[src/rtl/btn_pulse.sv]
// Button conditioner: two-flop synchroniser, bidirectional debounce, and a
// single-cycle pulse per accepted press with optional auto-repeat while held.
module btn_pulse #(
  parameter int unsigned DEBOUNCE_CYCLES = 4,
  parameter int unsigned HOLD_CYCLES     = 20,
  parameter int unsigned REPEAT_CYCLES   = 5
) (
  input  logic clk,
  input  logic rst,
  input  logic btn_in,
  input  logic repeat_en,
  output logic pulse,
  output logic level
);

  localparam int unsigned MAX_A = (DEBOUNCE_CYCLES > HOLD_CYCLES) ? DEBOUNCE_CYCLES : HOLD_CYCLES;
  localparam int unsigned MAX_C = (MAX_A > REPEAT_CYCLES) ? MAX_A : REPEAT_CYCLES;
  localparam int unsigned CW    = $clog2(MAX_C + 1);

  localparam logic [CW-1:0] DEB_LIM  = CW'(DEBOUNCE_CYCLES);
  localparam logic [CW-1:0] HOLD_LIM = CW'(HOLD_CYCLES);
  localparam logic [CW-1:0] REP_LIM  = CW'(REPEAT_CYCLES);
  localparam logic [CW-1:0] HOLD_DUE = CW'(HOLD_CYCLES - 1);
  localparam logic [CW-1:0] REP_DUE  = CW'(REPEAT_CYCLES - 1);
  localparam logic [CW-1:0] ONE      = CW'(1);

  typedef enum logic [2:0] {
    IDLE,
    PRESS_WAIT,
    HELD,
    REPEAT,
    RELEASE_WAIT
  } state_t;

  state_t        state;
  logic          s1;
  logic          btn_s;
  logic [CW-1:0] stab_cnt;
  logic [CW-1:0] hold_cnt;
  logic [CW-1:0] rep_cnt;

  function automatic logic [CW-1:0] sat_inc(input logic [CW-1:0] v, input logic [CW-1:0] lim);
    return (v >= lim) ? lim : v + ONE;
  endfunction

  always_ff @(posedge clk or negedge rst) begin
    if (!rst) begin
      s1       <= 1'b0;
      btn_s    <= 1'b0;
      state    <= IDLE;
      stab_cnt <= '0;
      hold_cnt <= '0;
      rep_cnt  <= '0;
      pulse    <= 1'b0;
      level    <= 1'b0;
    end else begin
      // synchroniser stage: only btn_s feeds the state machine
      s1    <= btn_in;
      btn_s <= s1;
      pulse <= 1'b0;

      // debounce / repeat state machine
      case (state)
        IDLE: begin
          if (btn_s) begin
            state    <= PRESS_WAIT;
            stab_cnt <= ONE;
          end else begin
            stab_cnt <= '0;
          end
        end

        PRESS_WAIT: begin
          if (!btn_s) begin
            state    <= IDLE;
            stab_cnt <= '0;
          end else if (stab_cnt >= DEB_LIM) begin
            state    <= HELD;
            level    <= 1'b1;
            pulse    <= 1'b1;
            hold_cnt <= '0;
            stab_cnt <= '0;
          end else begin
            stab_cnt <= sat_inc(stab_cnt, DEB_LIM);
          end
        end

        HELD: begin
          if (!btn_s) begin
            state    <= RELEASE_WAIT;
            stab_cnt <= ONE;
          end else if (!repeat_en) begin
            hold_cnt <= '0;
          end else if (hold_cnt == HOLD_DUE) begin
            state   <= REPEAT;
            pulse   <= 1'b1;
            rep_cnt <= '0;
          end else begin
            hold_cnt <= sat_inc(hold_cnt, HOLD_LIM);
          end
        end

        REPEAT: begin
          // release wins over a repeat that falls due in the same cycle
          if (!btn_s) begin
            state    <= RELEASE_WAIT;
            stab_cnt <= ONE;
          end else if (!repeat_en) begin
            state    <= HELD;
            hold_cnt <= '0;
          end else if (rep_cnt == REP_DUE) begin
            pulse   <= 1'b1;
            rep_cnt <= '0;
          end else begin
            rep_cnt <= sat_inc(rep_cnt, REP_LIM);
          end
        end

        RELEASE_WAIT: begin
          if (btn_s) begin
            state    <= HELD;
            hold_cnt <= '0;
            stab_cnt <= '0;
          end else if (stab_cnt >= DEB_LIM) begin
            state    <= IDLE;
            level    <= 1'b0;
            stab_cnt <= '0;
          end else begin
            stab_cnt <= sat_inc(stab_cnt, DEB_LIM);
          end
        end

        default: begin
          state    <= IDLE;
          level    <= 1'b0;
          stab_cnt <= '0;
          hold_cnt <= '0;
          rep_cnt  <= '0;
        end
      endcase
    end
  end

endmodule

[config.mk]
export PLATFORM = sky130hd
export DESIGN_NAME = btn_pulse
export DESIGN_NICKNAME = d
export VERILOG_FILES = /design/src/rtl/btn_pulse.sv
export SDC_FILE = /design/constraint.sdc
export NUM_CORES = 1
export LEC_CHECK = 0
export CORE_UTILIZATION = 38
export CTS_BUF_LIST = sky130_fd_sc_hd__clkbuf_4 sky130_fd_sc_hd__clkbuf_8 sky130_fd_sc_hd__clkbuf_16
export DETAILED_ROUTE_END_ITERATION = 12
export GPL_ROUTABILITY_DRIVEN = 1
export PLACE_DENSITY_LB_ADDON = 0.1
export SLEW_MARGIN = 40
export SYNTH_ARGS = -nofsm -noshare
export SYNTH_HDL_FRONTEND = slang
export SYNTH_SLANG_ARGS = --single-unit
export TNS_END_PERCENT = 50
[constraint.sdc]
create_clock -name clk -period 2.5 [get_ports clk]
set_input_delay 0.5 -clock clk [delete_from_list [all_inputs] [get_ports clk]]
set_output_delay 0.5 -clock clk [all_outputs]
set_load 0.02 [all_outputs]
Word-level counts from Yosys, hierarchy flattened
Index checks and enable logic that the tools add are counted.
{ "totals": {"elab_cells": 99, "reg_bits": 22} }
{ "op_classes": {"n_eq_ne": 25, "addsub": 3, "n_lt_le_gt_ge": 3, "n_mux": 49, "n_bitwise": 3, "reduce_logical": 8} }
{ "op_table": {"columns": ["cell", "count"], "rows": [
  ["two-way mux 5 bit", 20],
  ["two-way mux 3 bit", 10],
  ["!= test 2 bit (second input constant)", 13],
  ["one-hot mux 5 bit (5 select lines)", 1],
  ["one-hot mux 5 bit (4 select lines)", 1],
  ["!= test 3 bit (second input constant)", 6],
  ["adder 5 x 1 -> 5 bit (second input constant)", 3],
  ["one-hot mux 3 bit (5 select lines)", 1],
  ["one-hot mux 5 bit (3 select lines)", 1],
  ["two-way mux 1 bit", 13],
  ["AND reduction 6 bit", 2],
  [">= comparator 5 x 3 -> 1 bit (second input constant)", 2],
  ["AND reduction 8 bit", 1],
  ["== test 3 x 2 -> 1 bit (second input constant)", 2],
  ["one-hot mux 1 bit (3 select lines)", 2],
  ["OR reduction 3 bit", 2],
  ["== test 5 x 3 -> 1 bit (second input constant)", 1],
  ["== test 5 bit (second input constant)", 1],
  [">= comparator 5 bit (second input constant)", 1],
  ["AND reduction 5 bit", 1],
  ["== test 3 x 1 -> 1 bit (second input constant)", 1],
  ["== test 3 bit (second input constant)", 1],
  ["zero test 3 bit", 1],
  ["NOT 1 bit", 3],
  ["OR reduction 2 bit", 1]
]} }

Logic depth before layout (Yosys ltp)
Gate-level depths: netlist (run 1).
{ "depth": {"ltp_word": 6, "ltp_mapped": 7, "depth_no_buf": 7} }

Least setup slack after synthesis (run 1)
No wires, ideal clock.
{ "synth_path": {"path_type": "register to register", "startpoint": "reg hold_cnt[0]", "endpoint": "reg hold_cnt[3]", "n_path_buf": 0, "t_required_ns": 2.413, "synth_period_minus_slack_ns": 1.837, "t_arrival_ns": 1.750, "setup_slack_ns": 0.663, "path_stages_with_launch": 7, "setup_time_ns": 0.087, "cell_sequence": "dfrtp_1 -> ha_1 -> nor4bb_1 -> a22oi_1 -> o211ai_2 -> or4_1 -> o211ai_1"} }
{ "synth_via": {"elab_chain_len": 6} }
{ "synth_lines": {"columns": ["item", "line", "text"], "rows": [
  ["from (decl)", "39", "logic [CW-1:0] hold_cnt;"],
  ["from (signal assigned)", "99", "hold_cnt <= sat_inc(hold_cnt, HOLD_LIM);"],
  ["adder 5 x 1 -> 5 bit or >= comparator 5 bit (tied branches)", "43", "return (v >= lim) ? lim : v + ONE;"],
  ["two-way mux 5 bit", "43", null],
  ["two-way mux 5 bit", "94", "end else if (hold_cnt == HOLD_DUE) begin"],
  ["two-way mux 5 bit", "92", "end else if (!repeat_en) begin"],
  ["two-way mux 5 bit", "89", "if (!btn_s) begin"],
  ["one-hot mux 5 bit (5 select lines)", "63", "case (state)"]
]} }
Parallel ways exist; a longest one is shown, timed or not. The select of a mux whose other input is x is not followed.
A chain may end at the register's enable or synchronous reset.

Worst setup path after layout (run 1)
Ends and elaborated chain as after synthesis.

==> results.sh, run 1 <==
export IMPL_status="complete, no violations"
export IMPL_vdd_drop_max_v=0.000229
export IMPL_worstSetupPathType="reg2reg"
export IMPL_slew_headroom_pct=63.8
export IMPL_cts_root_buffer="clkbuf_4"
export IMPL_cts_resized=0
export IMPL_clk_insertion_delay_late_ns=0.30
export IMPL_drcViolationCount=0
export IMPL_rows=20
export IMPL_layout_min_cycle_time_ns=2.00
export IMPL_yosys_warnings=0
export IMPL_nNetsFinal=146
export IMPL_worstPathRequired_ns=2.72
export IMPL_die_w_um=58.2
export IMPL_finalMaxSlewViolations=0
export IMPL_syn_inst=123
export IMPL_finalSetupTns_ns=0
export IMPL_cp_start_kind="register"
export IMPL_synth_fp_nets=134
export IMPL_clk_pin_slew_worst_paths_ns=0.12
export IMPL_dpl_cell_area_um2=1330
export IMPL_finalWorstSetupSlack_ns=0.496
export IMPL_nFillCells=288
export IMPL_dp_hpwl_um=1620
export IMPL_ant_nets=0
export IMPL_wl_per_cell_um=12.6
export IMPL_avgViaCountPerCell=5.16
export IMPL_hold_buffers=0
export IMPL_highest_layer="met4"
export IMPL_skew_ns=0.00819
export IMPL_clock_path_buffers=2
export IMPL_grt_pass1_wl_um=3920
export IMPL_tightest_slew_ns=0.539
export IMPL_start_util_pct=39.7
export IMPL_port_buffers=5
export IMPL_final_area_um2=1350
export IMPL_place_congestion=0.758
export IMPL_crit_path_end_kind="register"
export IMPL_grt_pass1_vias=865
export IMPL_hold_path_class="reg2reg"
export IMPL_area_growth_pct=12.3
export IMPL_fp_coreArea_um2=3030
export IMPL_grt_antenna_before_repair=0
export IMPL_dr_total_vias=914
export IMPL_cts_tree="done"
export IMPL_cts_setup_buffers=0
export IMPL_syn_avg_cell_area_um2=9.77
export IMPL_maxCapViolations=0
export IMPL_ys_ff_latch=22
export IMPL_critPathMaxFanout=5
export IMPL_drt_met1_wl_um=1180
export IMPL_grt_usage_pct=15.3
export IMPL_detail_route_iter0_violations=28
export IMPL_insertedDiodeCount=0
export IMPL_seq_area_frac_synth_pct=45.8
export IMPL_io_pins=6
export IMPL_period_share_pct=80.2
export IMPL_die_height_um=58.2
export IMPL_die_area_um2=3390
export IMPL_grt_max_degree=23
export IMPL_synth_cell_types=40
export IMPL_pre_cts_slack_ns=0.172
export IMPL_arrival_ns=2.22
export IMPL_clock_fmax_mhz=499
export IMPL_p_leak_uw=0.000599
export IMPL_numCtsBuffers=3
export IMPL_fin_hold_ws_ns=0.369
export IMPL_wl_met3_um=40
export IMPL_dr_wl_met2_um=986
export IMPL_synth_area_um2=1200
export IMPL_dr_pass1_iters=4
export IMPL_clock_sinks=22
export IMPL_cts_htree_levels=1
export IMPL_finalSetupViolCount=0
export IMPL_rsz0062_at_grt="false"
export IMPL_drive_above_1_share_pct=12.0
export IMPL_power_per_cell_area_nw_per_um2=792
export IMPL_finalHoldViolCount=0
export IMPL_grt_ovfl_total=0
export IMPL_totalWireLength_um=2230
[layer usage]
layer	global-route usage [%]	vias up
met2	23.0	8
met5	0	-
met1	21.9	440
li1	-	464
met3	2.68	2
met4	6.46	0
[critical path: stages (launching register included)]
cell and delay (ns):
dfrtp_1 0.43, ha_1 0.25, nor4bb_1 0.14, buf_4 0.15, a22oi_1 0.17, o211ai_2 0.17, or4_1 0.52, o211ai_1 0.09
[worst paths after layout]
path	startpoint	end	slack [ns]	cells past startpoint
max	hold_cnt[0]$_DFFE_PN0P_	hold_cnt[3]$_DFFE_PN0P_	0.50	7
min	s1$_DFF_PN0_	btn_s$_DFF_PN0_	0.37	0
max reg2reg	hold_cnt[0]$_DFFE_PN0P_	hold_cnt[3]$_DFFE_PN0P_	0.50	7
min reg2reg	s1$_DFF_PN0_	btn_s$_DFF_PN0_	0.37	0
max in group asynchronous	rst	hold_cnt[3]$_DFFE_PN0P_	1.73	2
min in group asynchronous	rst	pulse$_DFF_PN0_	0.54	2
[layout by cell type (no fill, tap or decap), types with 3 or more instances in the layout]
cell / n
a211oi_1: 5
a21oi_1: 5
buf_4: 6
clkbuf_4: 3
clkdlybuf4s50_1: 5
dfrtp_1: 22
ha_1: 7
inv_1: 9
nand2_1: 12
nand2b_1: 3
nand3_1: 7
nor2_1: 7
o21ai_0: 7
[synth_stat cells, drive strengths merged]
cell type / n / share of area (%)
a22o: 2 / 1.5
or3: 2 / 1.0
inv: 9 / 2.8
nand2: 12 / 3.7
a211oi: 5 / 3.1
nand3: 7 / 2.9
nor4bb: 2 / 1.7
nor2b: 1 / 0.52
a31oi: 2 / 1.0
a21oi: 5 / 2.1
o21ai: 7 / 2.9
o2111ai: 1 / 0.73
o21ba: 1 / 0.83
nand3b: 2 / 1.2
o311a: 1 / 0.83
and3: 2 / 1.0
mux2i: 1 / 0.83
o21a: 1 / 0.63
a21o: 1 / 0.73
o211ai: 3 / 2.3
a22oi: 1 / 0.63
nor2: 7 / 2.2
o22ai: 1 / 0.52
nor3: 3 / 1.7
nand2b: 3 / 1.6
o31a: 1 / 0.73
and2: 2 / 1.1
ha: 7 / 7.3
or4: 1 / 0.63
mux2: 1 / 0.94
nand4: 1 / 0.52
dfrtp: 22 / 46
clkbuf: 1 / 0.31
a21bo: 1 / 0.83
a2111o: 1 / 0.94
buf: 3 / 1.8
[state kept, by name (all words and copies together), names as in the netlist]
register  cells
hold_cnt      5
rep_cnt       5
stab_cnt      5
state         3
btn_s         1
level         1
pulse         1
s1            1
[cells by family after synthesis]
kind of cell | share of synthesized area, %
flops | 45.8
mux | 1.77
simple gates | 19.9
compound gates | 20.3
buf+inv | 4.90
fa+ha+maj | 7.29
[area by class of cell]
type / count / area [um2] / area share, %
Tap cell: 44 / 55.1 / 4.08
Sequential cell: 22 / 551 / 40.8
Inverter: 9 / 33.8 / 2.50
Multi-Input combinational cell: 88 / 592 / 43.9
Timing Repair Buffer: 11 / 95.1 / 7.05
Clock buffer: 3 / 22.5 / 1.67
[through the flow]
step	total power, uW	util (%)	std cells
floorplan	800	-	123
global placement	909	43.8	174
detailed placement	915	43.8	174
CTS	1080	44.5	177
global route	1160	44.5	177
finish	1070	44.5	177
[power by group]
part / internal [uW] / total, uW / switching (uW)
combinational: 182 / 397 / 215
clock: 56.1 / 158 / 102
sequential: 410 / 513 / 104
total: 648 / 1070 / 420
(Power assumes the default switching activity.)
==> run 2: changes to the inputs <==
==> constraint.sdc (replaced) <==
create_clock -name clk -period 1.7 [get_ports clk]
set_input_delay 0.34 -clock clk [delete_from_list [all_inputs] [get_ports clk]]
set_output_delay 0.34 -clock clk [all_outputs]
set_load 0.02 [all_outputs]
==> results.sh, run 2 (same netlist as run 1, synthesis figures left out) <==
export IMPL_port_buffers=5
export IMPL_start_util_pct=39.7
export IMPL_cts_tree="done"
export IMPL_worstSetupPathType="reg2reg"
export IMPL_rows=20
export IMPL_layout_min_cycle_time_ns=1.74
export IMPL_finalSetupViolCount=4
export IMPL_slew_headroom_pct=72.6
export IMPL_dpl_cell_area_um2=1480
export IMPL_slowest_stage="a2111o_1"
export IMPL_startpoint="stab_cnt[4]$_DFFE_PN0P_"
export IMPL_tightest_slew_ns=0.406
export IMPL_rrSetupSlack_ns=-0.04
export IMPL_vdd_drop_max_v=0.000519
export IMPL_crit_path_end_kind="register"
export IMPL_grt_usage_pct=16.9
export IMPL_worstPathRequired_ns=1.90
export IMPL_die_area_um2=3390
export IMPL_grt_max_degree=23
export IMPL_numCtsBuffers=3
export IMPL_cp_start_kind="register"
export IMPL_finalMaxSlewViolations=0
export IMPL_skew_ns=0.0125
export IMPL_path_cells="or3_4, a2111o_1, o211ai_4, mux2i_1, nor3_2"
export IMPL_pre_cts_slack_ns=-0.439
export IMPL_area_growth_pct=35.5
export IMPL_detail_route_iter0_violations=61
export IMPL_grt_ovfl_total=0
export IMPL_ant_nets=0
export IMPL_arrival_ns=1.94
export IMPL_drive_above_1_share_pct=32.5
export IMPL_status="finished, violations left"
export IMPL_nNetsFinal=166
export IMPL_dr_pass1_iters=4
export IMPL_grt_pass1_vias=982
export IMPL_violations="setup timing"
export IMPL_drcViolationCount=0
export IMPL_clk_insertion_delay_late_ns=0.32
export IMPL_finalWorstSetupSlack_ns=-0.0406
export IMPL_p_leak_uw=0.000716
export IMPL_die_w_um=58.2
export IMPL_totalWireLength_um=2660
export IMPL_die_height_um=58.2
export IMPL_final_common_cell="buf_4"
export IMPL_fin_hold_ws_ns=0.345
export IMPL_insertedDiodeCount=0
export IMPL_pwr_share_seq_pct=35.4
export IMPL_reg2reg_to="hold_cnt[2]$_DFFE_PN0P_"
export IMPL_power_switching_uw=765
export IMPL_swShare_pct=39.0
export IMPL_pwr_share_comb_pct=49.4
export IMPL_wl_per_cell_um=13.4
export IMPL_rr_worst_depth=5
export IMPL_grt_pass1_wl_um=4370
export IMPL_finalSetupTns_ns=-0.0741
export IMPL_final_cell_mix="buf_4, dfrtp_1, nand2_1"
export IMPL_place_congestion=0.797
export IMPL_p_clk_share_pct=15.2
export IMPL_avgViaCountPerCell=5.14
export IMPL_clock_path_buffers=2
export IMPL_finalHoldViolCount=0
export IMPL_clock_sinks=22
export IMPL_critPathMaxFanout=7
export IMPL_final_area_um2=1630
export IMPL_dr_total_vias=1018
export IMPL_critPathMaxStageDelay_ns=0.41
export IMPL_hold_path_class="in2async"
export IMPL_largestRegisters="hold_cnt: 5 flops, rep_cnt: 5 flops, stab_cnt: 5 flops"
export IMPL_clk_pin_slew_worst_paths_ns=0.13
export IMPL_r2r_start="stab_cnt[4]$_DFFE_PN0P_"
export IMPL_clock_fmax_mhz=575
export IMPL_period_share_pct=102
export IMPL_rsz0062_at_grt="true"
export IMPL_hold_buffers=0
export IMPL_maxCapViolations=0
export IMPL_power_per_cell_area_nw_per_um2=1200
export IMPL_p_int_uw=1200
export IMPL_dp_hpwl_um=1840
export IMPL_io_pins=6
export IMPL_fp_coreArea_um2=3030
export IMPL_grt_antenna_before_repair=0
export IMPL_cts_root_buffer="clkbuf_4"
export IMPL_post_route_util_pct=53.8
export IMPL_cts_htree_levels=1
## run 2: per-layer routing
layer | share of wire [%] | track usage [%] | wire length, um
met5 | 0 | 0 | 0
met2 | 47 | 25.3 | 1260
met4 | 2.4 | 8.16 | 65
met3 | 1.8 | 2.90 | 48
met1 | 48 | 23.7 | 1290
## run 2: power by group through the flow
stage	clock (uW)	sequential (uW)	combinational (uW)
2_1_floorplan	0	688	519
3_3_place_gp	0	684	831
3_5_place_dp	0	685	839
4_1_cts	310	677	848
5_1_grt	328	703	1060
6_report	299	693	968
## run 2: worst max-delay path by stage
| stage | endpoint | slack [ns] | depth (start not counted) |
|---|---|---|---|
| after floorplan | hold_cnt[2]$_DFFE_PN0P_ | -0.07 | 6 |
| after global placement | hold_cnt[3]$_DFFE_PN0P_ | -0.39 | 6 |
| after detailed placement | hold_cnt[3]$_DFFE_PN0P_ | -0.44 | 6 |
| after CTS | hold_cnt[2]$_DFFE_PN0P_ | -0.06 | 5 |
| after global routing | hold_cnt[2]$_DFFE_PN0P_ | -0.10 | 5 |
| final | hold_cnt[2]$_DFFE_PN0P_ | -0.04 | 5 |
## run 2: worst max-delay path, delay by kind of cell (launching register included)
family / cells / cell delay, ns
AO/OA/AOI/OAI: 2 / 0.54
AND/OR/NAND/NOR: 2 / 0.44
multiplexers: 1 / 0.26
flip-flops: 1 / 0.39
## run 2: cell type report
class	count	area [um2]
multi-input cells	88	702
fillers	275	1400
inverters	9	33.8
clock buffers	4	36.3
repair buffers	31	249
flip-flops and latches	22	552
well taps	44	55.1
## run 2: metrics by stage
stage          cells  total power (uW)
2_1_floorplan    123              1210
4_1_cts          197              1840
3_5_place_dp     193              1520
3_3_place_gp     193              1520
6_report         198              1960
5_1_grt          198              2090
## run 2: repair_timing
item / in CTS / in global routing
buffers inserted: 0 / 1
gates cloned: 0 / 0
endpoints found under the setup margin: 7 / 10
pin swaps: 0 / 5
resized for setup: 4 / 15
==> run 3: changes to the inputs <==
--- a/config.mk
+++ b/config.mk
@@ -5,6 +5,7 @@
 export SDC_FILE = /design/constraint.sdc
 export NUM_CORES = 1
 export LEC_CHECK = 0
+export ABC_AREA = 1
 export CORE_UTILIZATION = 38
 export CTS_BUF_LIST = sky130_fd_sc_hd__clkbuf_4 sky130_fd_sc_hd__clkbuf_8 sky130_fd_sc_hd__clkbuf_16
 export DETAILED_ROUTE_END_ITERATION = 12
==> constraint.sdc (replaced) <==
create_clock -name clk -period 1.73 [get_ports clk]
set_input_delay 0.346 -clock clk [delete_from_list [all_inputs] [get_ports clk]]
set_output_delay 0.346 -clock clk [all_outputs]
set_load 0.02 [all_outputs]
==> results.sh, run 3 <==
export IMPL_grt_max_degree=23
export IMPL_p_leak_uw=0.000769
export IMPL_detail_route_iter0_violations=73
export IMPL_dr_total_vias=1188
export IMPL_dr_pass1_iters=4
export IMPL_path_depth=1
export IMPL_cts_root_buffer="clkbuf_4"
export IMPL_layout_min_cycle_time_ns=1.62
export IMPL_synth_fp_nets=195
export IMPL_cts_resized=0
export IMPL_power_per_cell_area_nw_per_um2=1300
export IMPL_arrival_ns=1.27
export IMPL_cts_htree_levels=1
export IMPL_port_buffers=5
export IMPL_critPathMaxFanout=2
export IMPL_drive_above_1_share_pct=12.8
export IMPL_syn_avg_cell_area_um2=7.48
export IMPL_grt_pass1_wl_um=4970
export IMPL_drcViolationCount=0
export IMPL_start_util_pct=40.3
export IMPL_rrSetupSlack_ns=0.21
export IMPL_synth_top_area_share_pct=40.0
export IMPL_crit_family="buffers and inverters"
export IMPL_grt_antenna_before_repair=0
export IMPL_synth_area_um2=1380
export IMPL_io_pins=6
export IMPL_avgViaCountPerCell=4.91
export IMPL_clk_pin_slew_worst_paths_ns=0.14
export IMPL_largestRegisters="hold_cnt: 5 flops, rep_cnt: 5 flops, stab_cnt: 5 flops"
export IMPL_slew_headroom_pct=80.0
export IMPL_finalSetupTns_ns=0
export IMPL_skew_ns=0.00841
export IMPL_die_w_um=62.2
export IMPL_grt_usage_pct=15.7
export IMPL_nNetsFinal=208
export IMPL_synth_area_top_cells="dfrtp_1, nand2_1, nand3_1, inv_1, ha_1"
export IMPL_rr_worst_depth=9
export IMPL_finalHoldViolCount=0
export IMPL_die_area_um2=3870
export IMPL_hold_path_class="in2async"
export IMPL_maxCapViolations=0
export IMPL_cp_start_kind="register"
export IMPL_cts_tree="done"
export IMPL_rsz0062_at_grt="false"
export IMPL_synthTopCellsByCount="nand2_1, inv_1, dfrtp_1, nor2_1, nand3_1"
export IMPL_clock_path_buffers=2
export IMPL_synth_cell_types=23
export IMPL_path_cells="clkdlybuf4s50_1"
export IMPL_vdd_drop_max_v=0.000571
export IMPL_cts_setup_buffers=0
export IMPL_tightest_slew_ns=0.298
export IMPL_r2r_start="hold_cnt[0]$_DFFE_PN0P_"
export IMPL_pre_cts_slack_ns=0.0885
export IMPL_die_height_um=62.2
export IMPL_numCtsBuffers=3
export IMPL_period_share_pct=93.6
export IMPL_rows=21
export IMPL_worstSetupPathType="reg2out"
export IMPL_yosys_warnings=0
export IMPL_grt_ovfl_total=0
export IMPL_slowest_stage="clkdlybuf4s50_1"
export IMPL_insertedDiodeCount=0
export IMPL_place_congestion=0.826
export IMPL_clk_insertion_delay_late_ns=0.31
export IMPL_synth_edf_count=0
export IMPL_totalWireLength_um=2680
export IMPL_syn_inst=184
export IMPL_finalSetupViolCount=0
export IMPL_wl_per_cell_um=11.1
export IMPL_status="complete, no violations"
export IMPL_synth_top_area_cell="dfrtp_1"
export IMPL_area_growth_pct=12.8
export IMPL_critical_path_buf_inv_count=1
export IMPL_finalWorstSetupSlack_ns=0.110
export IMPL_hold_buffers=0
export IMPL_seq_area_frac_synth_pct=40.0
export IMPL_dp_hpwl_um=2040
export IMPL_critPathMaxStageDelay_ns=0.60
export IMPL_ant_nets=0
export IMPL_clock_sinks=22
export IMPL_synthArstFlopShare_pct=100
export IMPL_grt_pass1_vias=1194
export IMPL_synth_most_common_cell="nand2_1"
export IMPL_worstPathRequired_ns=1.38
export IMPL_finalMaxSlewViolations=0
export IMPL_reg2reg_to="hold_cnt[0]$_DFFE_PN0P_"
export IMPL_clock_fmax_mhz=617
export IMPL_yosys_most_used_dff="dfrtp_1"
export IMPL_final_cell_mix="nand2_1, inv_1, nor2_1, dfrtp_1, nand3_1"
export IMPL_ys_ff_latch=22
export IMPL_final_common_cell="nand2_1"
export IMPL_fp_coreArea_um2=3420
export IMPL_crit_path_end_kind="output port"
-- run 3: changes by cell type in the layout (fill, tap and decap cells not counted), moves of 4 or more --
cell	before	now
nor2_2	0	4
nor2_1	7	22
nand2_1	11	49
inv_2	0	4
inv_1	9	24
a211oi_1	4	0
o21ai_1	0	4
buf_4	25	4
nand3_1	6	19
-- run 3: cell families (layout without fill, tap and decap cells) --
| family | Yosys count | count (layout) | share of synthesized area (%) |
|---|---|---|---|
| DFF | 22 | 22 | 40.0 |
| adders and majority gates | 7 | 7 | 6.36 |
| buffers and inverters | 29 | 41 | 8.64 |
| AOI/OAI and AO/OA | 16 | 16 | 7.18 |
| xor gates and xnor gates | 2 | 2 | 1.27 |
| and+or+nand+nor | 108 | 108 | 36.5 |
-- run 3: report_power, final --
part	internal, uW	switching, uW
Sequential	600	115
Combinational	306	594
Clock	234	169
Total	1140	878
-- run 3: per-layer routing --
metal,global-route usage [%],wire length (um)
met1,19.9,1300
met2,26.8,1240
met3,2.39,91
met4,6.10,50
met5,0,0
-- run 3: area by class of cell --
cell class,instances,area (um2)
Clock inverter,1,30.0
Sequential cell,22,551
Timing Repair Buffer,9,80.1
Multi-Input combinational cell,133,707
Tap cell,46,57.6
Clock buffer,3,22.5
Inverter,28,105
Fill cell,354,1860
-- run 3: metrics by stage --
step	util, %	instances	area, um2	total power [uW]	hold WS [ns]
after detailed placement	43.9	238	1500	1620	0.341
after global placement	43.9	238	1500	1620	0.333
after CTS	45.5	242	1550	2030	0.368
after global routing	45.5	242	1550	2200	0.369
after floorplan	-	184	1380	1400	0.0504
final	45.5	242	1550	2020	0.354
-- run 3: worst reg2reg max path, delay by kind of cell, from the launching register on --
kind | cells | cell delay (ns)
and+or+nand+nor | 7 | 0.65
adders and majority gates | 1 | 0.27
DFF | 1 | 0.45
buffers and inverters | 1 | 0.05
-- run 3: worst max path at each step --
| stage | start | end |
|---|---|---|
| final | level$_DFFE_PN0P_ | level |
| after global routing | level$_DFFE_PN0P_ | level |
| after CTS | level$_DFFE_PN0P_ | level |
| after detailed placement | repeat_en | hold_cnt[0]$_DFFE_PN0P_ |
| after global placement | repeat_en | hold_cnt[4]$_DFFE_PN0P_ |
| after floorplan | hold_cnt[0]$_DFFE_PN0P_ | hold_cnt[2]$_DFFE_PN0P_ |
==> RTL edit 1: new RTL, settings of run 1 <==
`DEBOUNCE_CYCLES`: 4 -> 8.
--- a/src/rtl/btn_pulse.sv
+++ b/src/rtl/btn_pulse.sv
@@ -1,7 +1,7 @@
 // Button conditioner: two-flop synchroniser, bidirectional debounce, and a
 // single-cycle pulse per accepted press with optional auto-repeat while held.
 module btn_pulse #(
-  parameter int unsigned DEBOUNCE_CYCLES = 4,
+  parameter int unsigned DEBOUNCE_CYCLES = 8,
   parameter int unsigned HOLD_CYCLES     = 20,
   parameter int unsigned REPEAT_CYCLES   = 5
 ) (
Formal check against the unedited RTL: not equivalent (Yosys sat finds a counterexample within 10 cycles, from zero or initial values and one cycle with rst low).
==> RTL edit 1 against run 1 <==
Cell area increased by 3.8%; setup slack got worse by 37 ps; routed wire length up 10%; critical path depth decreased by 3; cell count rose by 4.0%; sequential cell count unchanged; synthesized area is 5.8% higher; critical endpoint is now hold_cnt[0].
Power is not compared: it rests on default switching activity, and its combinational part moved more than twofold at a synthesized area within 25%.
==> RTL edit 1: results (changes against run 1) <==
[worst_setup_path]
critical_path.top_delay_family=flip-flops  ; was simple AND/OR/NAND/NOR gates
cpMaxStageDelayCell=sky130_fd_sc_hd__dfrtp_1  ; was sky130_fd_sc_hd__or4_1
slowest_delay_ps=590  ; was 520 ps
startpoint=state[0]  ; was hold_cnt[0]
rrSetupSlack_ps=460  ; was 500 ps

[timing]
hold_ws_ps=362.3  ; was 369.1 ps
final.setup_skew_ps=8.730  ; was 8.187 ps

[logic_synthesis]
yosys-top-cells-count=22 x sky130_fd_sc_hd__dfrtp_1, 15 x sky130_fd_sc_hd__nand2_1, 15 x sky130_fd_sc_hd__o21ai_0, 10 x sky130_fd_sc_hd__nor2_1, 8 x sky130_fd_sc_hd__inv_1  ; was 22 x sky130_fd_sc_hd__dfrtp_1, 12 x sky130_fd_sc_hd__nand2_1, 9 x sky130_fd_sc_hd__inv_1
synth.yosys.seq_area_share_pct=43.31  ; was 45.83%
synth.area.mux_share_pct=1.969  ; was 1.771%
synth-compound-area-share_pct=22.05  ; was 20.31%
post_synth_fa_ha_maj_area_fraction_pct=6.890  ; was 7.292%
post_synth_main_area_contributors=sky130_fd_sc_hd__dfrtp_1 43%, sky130_fd_sc_hd__ha_1 6.9%, sky130_fd_sc_hd__o21ai_0 5.9%  ; was sky130_fd_sc_hd__dfrtp_1 46%, sky130_fd_sc_hd__ha_1 7.3%, sky130_fd_sc_hd__nand2_1 3.8%
synthesized_area_per_cell_um2=9.416  ; was 9.765 um2

[layout]
drive_above_1_share_pct=10.00  ; was 12.03%

[route]
met2_length_um=1185  ; was 986 um
routed-wl-met3_um=69  ; was 40 um

[placed_design]
dp_slack_ps=207.4  ; was 171.9 ps
area_post_placement_um2=1364  ; was 1326 um2
hpwl_um=1759  ; was 1623 um
dp.cells=180  ; was 174

[outcome]
status=finished, final reports clean  ; unchanged

[grt]
grt.met1_usage_pct=19.62  ; was 21.89%
global_route.usage.met3_pct=5.195  ; was 2.679%
first_global_vias=932  ; was 865

[RTL edit 1: report_power, final]
group	switching (mW)	leakage (nW)	internal, mW
Sequential	0.00840	0.293	0.361
Clock	0.109	0.0210	0.0890
Combinational	0.0184	0.313	0.0141
Total	0.136	0.627	0.464
[RTL edit 1: final cells by class]
| cell class | instances | area (um2) |
|---|---|---|
| multi-input cells | 99 | 663.1 |
| flip-flops and latches | 22 | 550.5 |
| inverters | 8 | 30.03 |
| clock buffers | 4 | 36.28 |
| well taps | 44 | 55.05 |
| repair buffers | 7 | 65.06 |
| fillers | 325 | 1703 |
[RTL edit 1: cell families (layout without fill, tap and decap cells)]
family          Yosys count  count (layout)
mux                       2               2
buf+inv                  14              19
compound gates           39              39
flops                    22              22
simple gates             51              51
fa+ha+maj                 7               7
==> RTL edit 2: new RTL, settings of run 1 <==
Without the edit above. The 5 states of `state_t` get a one-hot encoding in 5 bits.
--- a/src/rtl/btn_pulse.sv
+++ b/src/rtl/btn_pulse.sv
@@ -24,12 +24,12 @@
   localparam logic [CW-1:0] REP_DUE  = CW'(REPEAT_CYCLES - 1);
   localparam logic [CW-1:0] ONE      = CW'(1);
 
-  typedef enum logic [2:0] {
-    IDLE,
-    PRESS_WAIT,
-    HELD,
-    REPEAT,
-    RELEASE_WAIT
+  typedef enum logic [4:0] {
+    IDLE         = 5'b00001,
+    PRESS_WAIT   = 5'b00010,
+    HELD         = 5'b00100,
+    REPEAT       = 5'b01000,
+    RELEASE_WAIT = 5'b10000
   } state_t;
 
   state_t        state;
Check against the original RTL: no difference found for any inputs over 10 cycles, from zero or initial values and one cycle with rst low; not proved beyond that.
==> RTL edit 2 against run 1 <==
Sequential cell count increased by 2; highest routed layer unchanged; critical endpoint is now rep_cnt[0]; synthesized area increased by 27%; setup slack got worse by 6.7 ps; largest power group unchanged; routed wire length increased by 43%; clock power increased by 120%; via count increased by 35%; cell area increased by 25%; total power increased by 19%.
==> RTL edit 2: results (changes against run 1) <==
[placed_design]
dp.cells=212  ; was 174
area_post_placement_um2=1610  ; was 1326 um2

[power_and_ir_drop]
part_of_the_total_power_dissipated_in_combinational_logic_pct=34.7  ; was 37.1%
ir_worst_vdd_uv=339.5  ; was 228.5 uV
power.switching_fraction_pct=35.68  ; was 39.36%
p_leak_nw=0.7360  ; was 0.5994 nW

[logic_synthesis]
netlist_instances=164  ; was 123
post_synth_main_area_contributors=sky130_fd_sc_hd__dfrtp_1 38%, sky130_fd_sc_hd__ha_1 5.7%, sky130_fd_sc_hd__nor2_1 3.7%  ; was sky130_fd_sc_hd__dfrtp_1 46%, sky130_fd_sc_hd__ha_1 7.3%, sky130_fd_sc_hd__nand2_1 3.8%
post_synth_fa_ha_maj_area_fraction_pct=5.733  ; was 7.292%
synth.yosys.seq_area_share_pct=39.39  ; was 45.83%

[cts]
clkTransAtPathRegs_ps=90  ; was 120 ps
clock_insertion_delay_worst_skew_ps=270  ; was 300 ps

[route]
routed-wl-met3_um=108  ; was 40 um
detailedRoute.firstIterationViolations=110  ; was 28
drt_first_pass_iters=6  ; was 4
route.layer.met1.wl_um=1543  ; was 1184 um
met2_length_um=1516  ; was 986 um

[layout]
layoutNonFillerInstCount=216  ; was 177
drive_above_1_share_pct=8.333  ; was 12.03%

[timing]
final.setup_skew_ps=7.303  ; was 8.187 ps
timing_worst_slew_pin_value_ps=547.2  ; was 539.2 ps

[worst_setup_path]
crit_path_max_fanout=15  ; was 5
cpMaxStageDelayCell=sky130_fd_sc_hd__dfrtp_1  ; was sky130_fd_sc_hd__or4_1
slowest_delay_ps=640  ; was 520 ps

[grt]
grt_pass1_wl_um=5733  ; was 3919 um
grt_util_all_layers_pct=17.66  ; was 15.33%
grt.met1_usage_pct=23.85  ; was 21.89%
grt_max_degree=25  ; was 23

[outcome]
status=finished, final reports clean  ; unchanged

-- RTL edit 2: cell types whose count changed after synthesis, sizes merged, moves of 2 or more --
cell,change
nor2,+8
a21oi,+4
a32o,+4
and3,+4
nor3,+4
a211oi,-3
buf,+3
and3b,+2
nand2,-2
nor2b,+2
nor4bb,-2
o21ai,+2
o41ai,+2
xor2,+2
-- RTL edit 2: worst paths after layout --
check / endpoint / slack, ps / cells after the start
max in group asynchronous: state[0] / 1630 / 2
min in group asynchronous: level / 580 / 2
worst max register to register: rep_cnt[0] / 490 / 5
worst min register to register: btn_s / 360 / 0
worst min-delay path: btn_s / 360 / 0
worst max-delay path: rep_cnt[0] / 490 / 5
-- RTL edit 2: final cells by class --
type                            count  area [um2]  area share, %
Tap cell                           48       60.06          3.571
Multi-Input combinational cell    122       838.3          49.85
Clock buffer                        3       41.29          2.455
Timing Repair Buffer                8       72.57          4.315
Inverter                           10       37.54          2.232
Clock inverter                      1       30.03          1.786
Sequential cell                    24       601.8          35.79
